## src/rtl/magnetron_ctrl.sv

```systemverilog
// Microwave magnetron controller: button edge detection, cook/pause/done state machine
// and a power-level PWM that gates the magnetron while the door is closed.
module magnetron_ctrl #(
  parameter int PWR_W    = 3,
  parameter int DONE_CYC = 8
) (
  input  logic             clk,
  input  logic             rst_n,
  input  logic             start_n,
  input  logic             stop_n,
  input  logic             clear_n,
  input  logic             closed_door,
  input  logic             finished_time,
  input  logic [PWR_W-1:0] power_level,
  output logic             magnetron,
  output logic             timer_run,
  output logic             done,
  output logic [1:0]       state
);

  typedef enum logic [1:0] {
    IDLE    = 2'd0,
    COOKING = 2'd1,
    PAUSED  = 2'd2,
    DONE    = 2'd3
  } state_t;

  localparam logic [7:0] HOLD_LAST = 8'(DONE_CYC - 1);

  state_t           st;
  logic             start_q, stop_q, clear_q;
  logic             armed;
  logic [PWR_W-1:0] pwr_q;
  logic [PWR_W-1:0] pwm_cnt;
  logic [7:0]       hold_cnt;
  logic             start_p, stop_p, clear_p;

  // armed blocks press recognition on the first edge after reset release
  assign start_p = armed & start_q & ~start_n;
  assign stop_p  = armed & stop_q  & ~stop_n;
  assign clear_p = armed & clear_q & ~clear_n;

  always_ff @(posedge clk or negedge rst_n) begin
    if (!rst_n) begin
      st       <= IDLE;
      start_q  <= 1'b1;
      stop_q   <= 1'b1;
      clear_q  <= 1'b1;
      armed    <= 1'b0;
      pwr_q    <= '0;
      pwm_cnt  <= '0;
      hold_cnt <= '0;
    end else begin
      armed   <= 1'b1;
      start_q <= start_n;
      stop_q  <= stop_n;
      clear_q <= clear_n;
      case (st)
        IDLE: begin
          if (start_p && closed_door) begin
            st      <= COOKING;
            pwr_q   <= power_level;
            pwm_cnt <= '0;
          end
        end
        COOKING: begin
          pwm_cnt <= pwm_cnt + PWR_W'(1);
          if (clear_p) begin
            st <= IDLE;
          end else if (!closed_door || stop_p) begin
            st <= PAUSED;
          end else if (finished_time) begin
            st       <= DONE;
            hold_cnt <= '0;
          end
        end
        PAUSED: begin
          if (clear_p || stop_p) begin
            st <= IDLE;
          end else if (start_p && closed_door) begin
            st      <= COOKING;
            pwm_cnt <= '0;
          end
        end
        DONE: begin
          if (start_p || stop_p || clear_p || !closed_door || hold_cnt == HOLD_LAST) begin
            st <= IDLE;
          end else begin
            hold_cnt <= hold_cnt + 8'd1;
          end
        end
        default: st <= IDLE;
      endcase
    end
  end

  // Door gating is combinational so the magnetron drops in the cycle the door opens
  assign magnetron = (st == COOKING) && closed_door && ((&pwr_q) || (pwm_cnt < pwr_q));
  assign timer_run = (st == COOKING);
  assign done      = (st == DONE);
  assign state     = st;

endmodule

```

## config.mk

```make
export PLATFORM = sky130hd
export DESIGN_NAME = magnetron_ctrl
export DESIGN_NICKNAME = d
export VERILOG_FILES = /design/src/rtl/magnetron_ctrl.sv
export SDC_FILE = /design/constraint.sdc
export NUM_CORES = 1
export LEC_CHECK = 0
export CORE_UTILIZATION = 50
export CTS_CLUSTER_DIAMETER = 40
export DETAILED_ROUTE_END_ITERATION = 7
export PLACE_DENSITY = 0.8
export SLEW_MARGIN = 20
export SYNTH_ARGS = -nofsm -noshare
export SYNTH_HDL_FRONTEND = slang
export SYNTH_SLANG_ARGS = --single-unit
export TNS_END_PERCENT = 10
```

## constraint.sdc

```tcl
create_clock -name clk -period 3.9 [get_ports clk]
set_clock_uncertainty 0.1 [all_clocks]
set_input_delay 0.39 -clock clk [delete_from_list [all_inputs] [get_ports clk]]
set_output_delay 0.39 -clock clk [all_outputs]
set_load 0.03 [all_outputs]
```

After elaboration in Yosys (flattened, before gate mapping)

Cells that the tools add are included.

Register bits: 20
Latch bits: 0
Memory bits (writable): 0
Bits in read-only memories: 0
Input port bits: 10
Output and inout port bits: 5
Logic and storage cells: 65
Memories: 0

Add/sub/neg operators: 2
Multiply operators: 0
Div/mod/pow operators: 0
Magnitude comparators: 1
Equality and inequality tests: 11
Shift operators: 0
Mux-type cells: 15
Bitwise gates (word level): 9
Reduce and logical (&&, ||, !) cells: 19

Operators with widths:

| kind                | count |
|---|---|
| $mux 8              | 4 |
| $pmux 8 s2          | 1 |
| $mux 2              | 6 |
| $ne 2x2->1 const B  | 5 |
| $pmux 3 s3          | 1 |
| $add 8x1->8 const B | 1 |
| $eq 8x3->1 const B  | 1 |
| $pmux 2 s4          | 1 |
| $logic_or 1x1->1    | 7 |
| $and 1x1->1         | 6 |
| $mux 3              | 2 |
| $reduce_and 2->1    | 3 |
| $reduce_and 5->1    | 1 |
| $eq 2x2->1 const B  | 2 |
| $ne 4x2->1 const B  | 1 |
| $add 3x1->3 const B | 1 |
| $logic_and 1x1->1   | 3 |
| $lt 3x3->1          | 1 |
| $not 1->1           | 3 |
| $reduce_and 3->1    | 1 |
| $reduce_bool 3->1   | 1 |
| $eq 2x1->1 const B  | 1 |
| $logic_not 2->1     | 1 |
| $ne 2x1->1 const B  | 1 |
| 2 further kinds     | 2 |

Logic depth before layout (Yosys ltp)

Depth in word-level cells: 8
Gate-level depth with buffers: 6
Depth with buffers taken out: 5

Worst setup path after synthesis

No wires, ideal clock.

Path kind: register to output
Start point: reg st[1] (netlist: state[1])
End point: out magnetron
Arrival: 1,869 ps
Required time: 3,410 ps
Slack: 1,541 ps
Stages on the path, launching flop included: 5
Path buffers: 1
Cell sequence: dfrtp_1 buf_4 nor2b_1 nand2_1 a21oi_1

Longest elaborated chain between the ends: 3

RTL lines:

| item                           | line | source |
|---|---|---|
| start, declared                | 30   | `state_t st;` |
| start signal, assigned         | 45   | `st <= IDLE;` |
| start signal, assigned         | 61   | `st <= COOKING;` |
| start signal, assigned         | 69   | `st <= IDLE;` |
| $eq 2x1->1                     | n/a  |  |
| net timer_run                  | 16   | `output logic timer_run,` |
| $logic_and 1x1->1 (2 in a row) | 98   | `assign magnetron = (st == COOKING) && closed_door && ((&pwr_q) \|\| (pwm_cnt < pwr_q));` |
| end, declared                  | 15   | `output logic magnetron,` |

The timed path passes the listed nets, and every way through them passes these cells.

Worst setup path in the final report

Start point: reg pwm_cnt[1]
End point: out magnetron

Longest elaborated chain between the ends: 3

RTL lines:

| item                   | line | source |
|---|---|---|
| start, declared        | 34   | `logic [PWR_W-1:0] pwm_cnt;` |
| start signal, assigned | 67   | `pwm_cnt <= pwm_cnt + PWR_W'(1);` |
| $lt 3x3->1             | 98   |  |
| $logic_or 1x1->1       | 98   |  |
| $logic_and 1x1->1      | 98   |  |

Every way passes these cells.

==> impl_metrics.toml <==
[sta]
fin_crit_sh = 0.6804
slew-limit-headroom = 0.4146
hold_viol = 0
setup_viol = 0
min_period_ns = 2.654
tns_ns = 0
grt_setup_unrepaired = "false"
finalMaxSlewViolations = 0
max_freq_ghz = 0.3768
max_slew.worst_pin.slew_ns = 0.8753

[outcome]
outcome = "finished clean"

[setup_path]
startpoint_type = "flop"
critPathRequiredTime_ns = 3.41
crit_path_cell_trace = "ha_1 > a21o_1 > a21o_1 > a21oi_1 > clkdlybuf4s50_1"
crit_top_cell = "a21o_1"
worst_r2r_endpoint = "hold_cnt[2]"
cp_slowest_cell = "clkdlybuf4s50_1"
rr_worst_depth = 4
crit_fanout = 4
setup.worst_path.class = "flop to output port"
cpPeakStageDelay_ns = 0.68
endpoint_kind = "output port"
r2r-start = "hold_cnt[5]"
regToRegSetupSlack_ns = 1.96
crit_arrival_ns = 2.16

[global_routing]
grt_pass1_wl_mm = 3.960
overflow = 0
grtUsageTotal = 0.2104
grt_max_degree = 21
antenna_found_initial = 0
grt_pass1_vias = 934

[drt]
vias_per_cell = 6.131
post_drt_wl_per_cell_um = 14.98
drt-initial-drc-count = 20
route.detailed.drc = 0
first_pass_iters = 4
antenna_left = 0
routed-via-count = 938
wl_mm = 2.292

[logic_synthesis]
synthesis.instances = 111
synth_nets = 125
synth_cell_types = 44
ys_warn_count = 0
ys_seq_area_frac = 0.4458
syn_area_um2 = 1131
synthArstFlopShare = 1.000
yosys.area.top_type_share = 0.3761
syn_area_per_cell_um2 = 10.19
synth_flop_cell = "dfrtp_1"
ys_ff_latch = 20
synth_top_area_cell = "dfrtp_1"
yosys-top-cells-area = "dfrtp_1 (38%), dfstp_2 (7.0%), ha_1 (4.4%)"
synth_edf_count = 0

[pwr]
switchingPower_uw = 184.8
pwr-share-clk = 0.202
swShare = 0.3182
cellInternalPower_uw = 396.0
peakVddDrop_mv = 0.2690
p_per_area_nw_per_um2 = 438.4
p_leak_uw = 0.0005758
seq_power_share = 0.504
p_comb_frac = 0.294

[finish]
area_delta_synth_final_pct = 17.15
final_util = 0.6489
fin_nets = 141
final_common_cell = "dfrtp_1"
final_cell_mix = "dfrtp_1 (17), clkdlybuf4s50_1 (14), nand2_1 (11), inv_1 (10)"
seqCellArea_um2 = 504.2
multiInputGateArea_um2 = 573.1
drive_gt1_frac = 0.1190
fillers = 169
diodes = 0
fin_area_um2 = 1325

[floorplan]
core_um2 = 2042
initial_core_util = 0.5539
rows = 16
io_pins = 15
die_w_um = 49.56
die-area_um2 = 2456
die_h_um = 49.56

[clocking]
cts_buffer_depth = 2
post_cts_buffers = 0
path_clk_slew_ns = 0.11
cts_resized = 0
cts_max_level = 1
cts.sink_count = 20
cts_buffers = 3
tritoncts = "yes"
hold_buffers = 0
cts_root_buffer = "clkbuf_4"
clk-insertion-delay-late_ns = 0.30

[hold_path]
hp-class = "input port to flop"
hp-start = "clear_n"
hold_end = "clear_q"
min_path_cells = 1

[placement]
placed_area_um2 = 1289
hpwl_mm = 1.669
globalplace.congestion = 0.8386
port_buffers = 14

[flow_run]
maxCapViolCount = 0
-- logic make-up after synthesis --
group,synth area share
xor+xnor,0.007745
mux,0.06526
other cells,0.003315
compound gates,0.2301
fa+ha+maj,0.04425
flops,0.4458
simple gates,0.1560
buf+inv,0.04756
-- worst max-delay path by stage --
stage / startpoint / to / slack, ns / cells after the start
after floorplan: state[1] / magnetron / 1.54 / 4
after global placement: closed_door / magnetron / 1.48 / 4
after detailed placement: closed_door / magnetron / 1.45 / 4
after CTS: pwm_cnt[1] / magnetron / 1.24 / 5
after global routing: pwr_q[1] / magnetron / 1.18 / 6
final: pwm_cnt[1] / magnetron / 1.25 / 5
-- flip-flops by register name (all words and copies together) (netlist names) --
register,cells
start_q,1
stop_q,1
clear_q,1
pwm_cnt,3
armed,1
state,2
pwr_q,3
hold_cnt,8
-- per-layer routing --
metal / track usage / routed length [µm]
met4: 0.05714 / 10
met5: 0 / 0
met1: 0.2635 / 1002
met3: 0.05247 / 158
met2: 0.3581 / 1122
-- worst max-delay path: cells and delay by family, from the launching register on --
family / cells / cell delay (ns)
adders and majority gates: 1 / 0.29
AOI/OAI and AO/OA: 3 / 0.45
DFF: 1 / 0.44
buffers and inverters: 1 / 0.68
-- metrics by stage --
step | hold slack, ns | power (µW) | setup slack (ns) | instances
floorplan | -0.005591 | 415.6 | 1.541 | 111
global placement | 0.4087 | 454.0 | 1.481 | 149
detailed placement | 0.4178 | 467.4 | 1.454 | 149
CTS | 0.4063 | 585.4 | 1.238 | 153
global route | 0.4171 | 625.7 | 1.176 | 153
finish | 0.4189 | 580.8 | 1.246 | 153
-- power by group through the flow --
stage | clock, µW | sequential (µW) | combinational (µW)
floorplan | 0 | 287 | 129
global placement | 0 | 293 | 161
finish | 118 | 293 | 171
global route | 132 | 300 | 194
CTS | 121 | 292 | 172
detailed placement | 0 | 296 | 171
-- area by class of cell --
cell class | count | area share
multi-input cells | 78 | 0.4325
clock buffers | 4 | 0.02738
flip-flops and latches | 20 | 0.3805
repair buffers | 14 | 0.1058
inverters | 10 | 0.02833
well taps | 27 | 0.02550
-- synth_stat cells, drive strengths merged, types with 2 or more instances --
| master | instances |
|---|---|
| dfrtp | 17 |
| nand2 | 11 |
| inv | 10 |
| a31oi | 4 |
| ha | 4 |
| mux2i | 4 |
| nand3 | 4 |
| o21ai | 4 |
| a21oi | 3 |
| a41oi | 3 |
| dfstp | 3 |
| mux2 | 3 |
| nand4 | 3 |
| nor2b | 3 |
| nor3 | 3 |
| o31ai | 3 |
| a21o | 2 |
| buf | 2 |
| nand2b | 2 |
| o311a | 2 |
No activity file was read; power rests on OpenSTA's default activity.
==> RTL edit (same settings) <==
Set the parameter `PWR_W` to 6 (it was 3).
--- a/src/rtl/magnetron_ctrl.sv
+++ b/src/rtl/magnetron_ctrl.sv
@@ -3,3 +3,3 @@
 module magnetron_ctrl #(
-  parameter int PWR_W    = 3,
+  parameter int PWR_W    = 6,
   parameter int DONE_CYC = 8
Ports: changed (resized power_level); port bits go from 15 to 18. No check against the original RTL was run, so the function may have changed too.
==> RTL edit against the unedited design <==
Synthesized area is 24% higher. Wire length increased by 20%. Via count increased by 20%. Total power up 8.3%. Design area up 24%. Sequential cell count up 6. Worst setup slack worse by 0.38 ns. Die area rose by 23%. Largest cell class unchanged.
==> RTL edit: results (changes against the unedited design) <==
initial DRC count 21 (+5.0%); first-pass GRT wire length 4.64 mm (+17%); RePlAce Congestion 0.795 (-5.2%); wire length per cell 14.2 um (-5.0%); peak supply drop 0.292 mV (+8.4%); Leak Pwr 0.715 nW (+24%); Distinct cells, synth 40 (-9.1%); Max H-tree Level 1 (unchanged); Final nets 184 (+30%); vias per inst 5.84 (-4.8%); Max stage delay cell, worst path clkdlybuf4s50_1; Port-buffer cells 17 (+3); ant diodes 0 (unchanged); global-route met1 utilization 29.5% (+3.1 points); CP max FO 8 (+4); clock-pin slew on the worst setup and hold paths 0.15 ns (+0.04 ns); met2 Use GR 35.7% (-0.068 points); Post-DP Area 0.00161 mm^2 (+25%); synthesized netlist cell count 142 (+28%); Post-CTS Setup Bufs 0 (unchanged); antenna violations before repair 0 (unchanged); clk root buf clkbuf_4; Place WS 1.00 ns (-0.453 ns); Detailed Routing Iterations Pass 1 4 (unchanged); met3 GRT Util 2.46% (-2.8 points); Worst-Skew Late Latency 0.32 ns (+0.02 ns); layout cells sized above 1 10.4% (-1.5 points); total CTS buffers 3 (unchanged); largest net degree at the start of global routing 26 (+24%); Synth top cells by count dfrtp_1 (23), nand2_1 (16), o21ai_0 (12); Crit path largest cell delay 0.66 ns (-0.02 ns); biggest registers after layout hold_cnt x8, pwm_cnt x6, pwr_q x6; Worst slew margin 60.2% (+19 points); GRT Total Usage 21.7% (+0.65 points); Synth Warn # 0 (unchanged); fin cells 193 (+26%); crit path DAT 2.54 ns (+0.38 ns); ys async rst share 100% (unchanged); Syn Nets 162 (+30%); leading post-synthesis cells by cell area dfrtp_1 (41%), ha_1 (6.3%), dfstp_2 (5.6%); hpwl dp 2.08 mm (+24%); maximum root-to-sink buffer count 2 (unchanged); Seq/Total Area, Yosys 46.7% (+2.1 points); outcome finished, final reports clean; hold crit path type primary input to flip-flop
[RTL edit: cell count changes in the layout (fill, tap and decap cells not counted), sizes merged, moves of 3 or more]
cell,before,now
or3,1,4
buf,0,3
ha,4,7
nand3,4,9
o21ai,4,19
mux2i,4,1
a31oi,4,0
nand2,11,16
a41oi,3,0
dfrtp,17,23
inv,10,6
nor2,1,5
[RTL edit: where the power goes]
| group | internal, mW | total (mW) | switching (mW) |
|---|---|---|---|
| registers | 0.312 | 0.352 | 0.0404 |
| logic | 0.0770 | 0.158 | 0.0806 |
| clock network | 0.0400 | 0.119 | 0.0795 |
| total | 0.429 | 0.629 | 0.200 |
[RTL edit: timing repair]
| item | CTS | global route |
|---|---|---|
| hold endpoints to repair | 0 | 23 |
| hold buffers | 0 | 1 |
| gates resized for setup | 0 | 0 |
[RTL edit: logic make-up (layout without fill, tap and decap cells)]
kind of cell    after synthesis  in the layout  share of synthesized area (%)
buf+inv                       9             30                           2.50
fa+ha+maj                     7              7                           6.25
compound gates               38             38                           18.8
mux                           3              3                           2.32
simple gates                 57             57                           22.5
flops                        26             26                           46.7
other cells                   1              1                          0.268
xor+xnor                      1              1                          0.625
[RTL edit: worst max-delay path: cells and delay by family, from the launching register on]
kind / cells / cell delay [ns]
buf+inv: 1 / 0.66
compound gates: 2 / 0.55
simple gates: 2 / 0.55
flops: 1 / 0.46
[RTL edit: layer usage]
layer  routed length [um]  part of all wire, %
met3                   91                  3.3
met2                 1360                   50
met5                    0                    0
met4                   10                 0.36
met1                 1280                   47
[RTL edit: worst paths after layout]
| path | startpoint | end | slack [ns] | depth (start not counted) |
|---|---|---|---|---|
| setup / recovery | state[0] | magnetron | 0.87 | 5 |
| hold / removal | clear_n | clear_q | 0.38 | 1 |
| setup reg to reg | hold_cnt[5] | hold_cnt[7] | 1.88 | 5 |
| hold reg to reg | hold_cnt[7] | hold_cnt[7] | 0.43 | 1 |
| max in group asynchronous | rst_n | stop_q | 2.68 | 3 |
| min in group asynchronous | rst_n | state[1] | 0.47 | 2 |
[RTL edit: area by class of cell]
class	count	area [um^2]
clock buffer	4	26.3
fill	221	925
inverter	6	22.5
multi-input combinational	107	712
sequential	26	654
tap	30	37.5
timing repair buffer	20	190
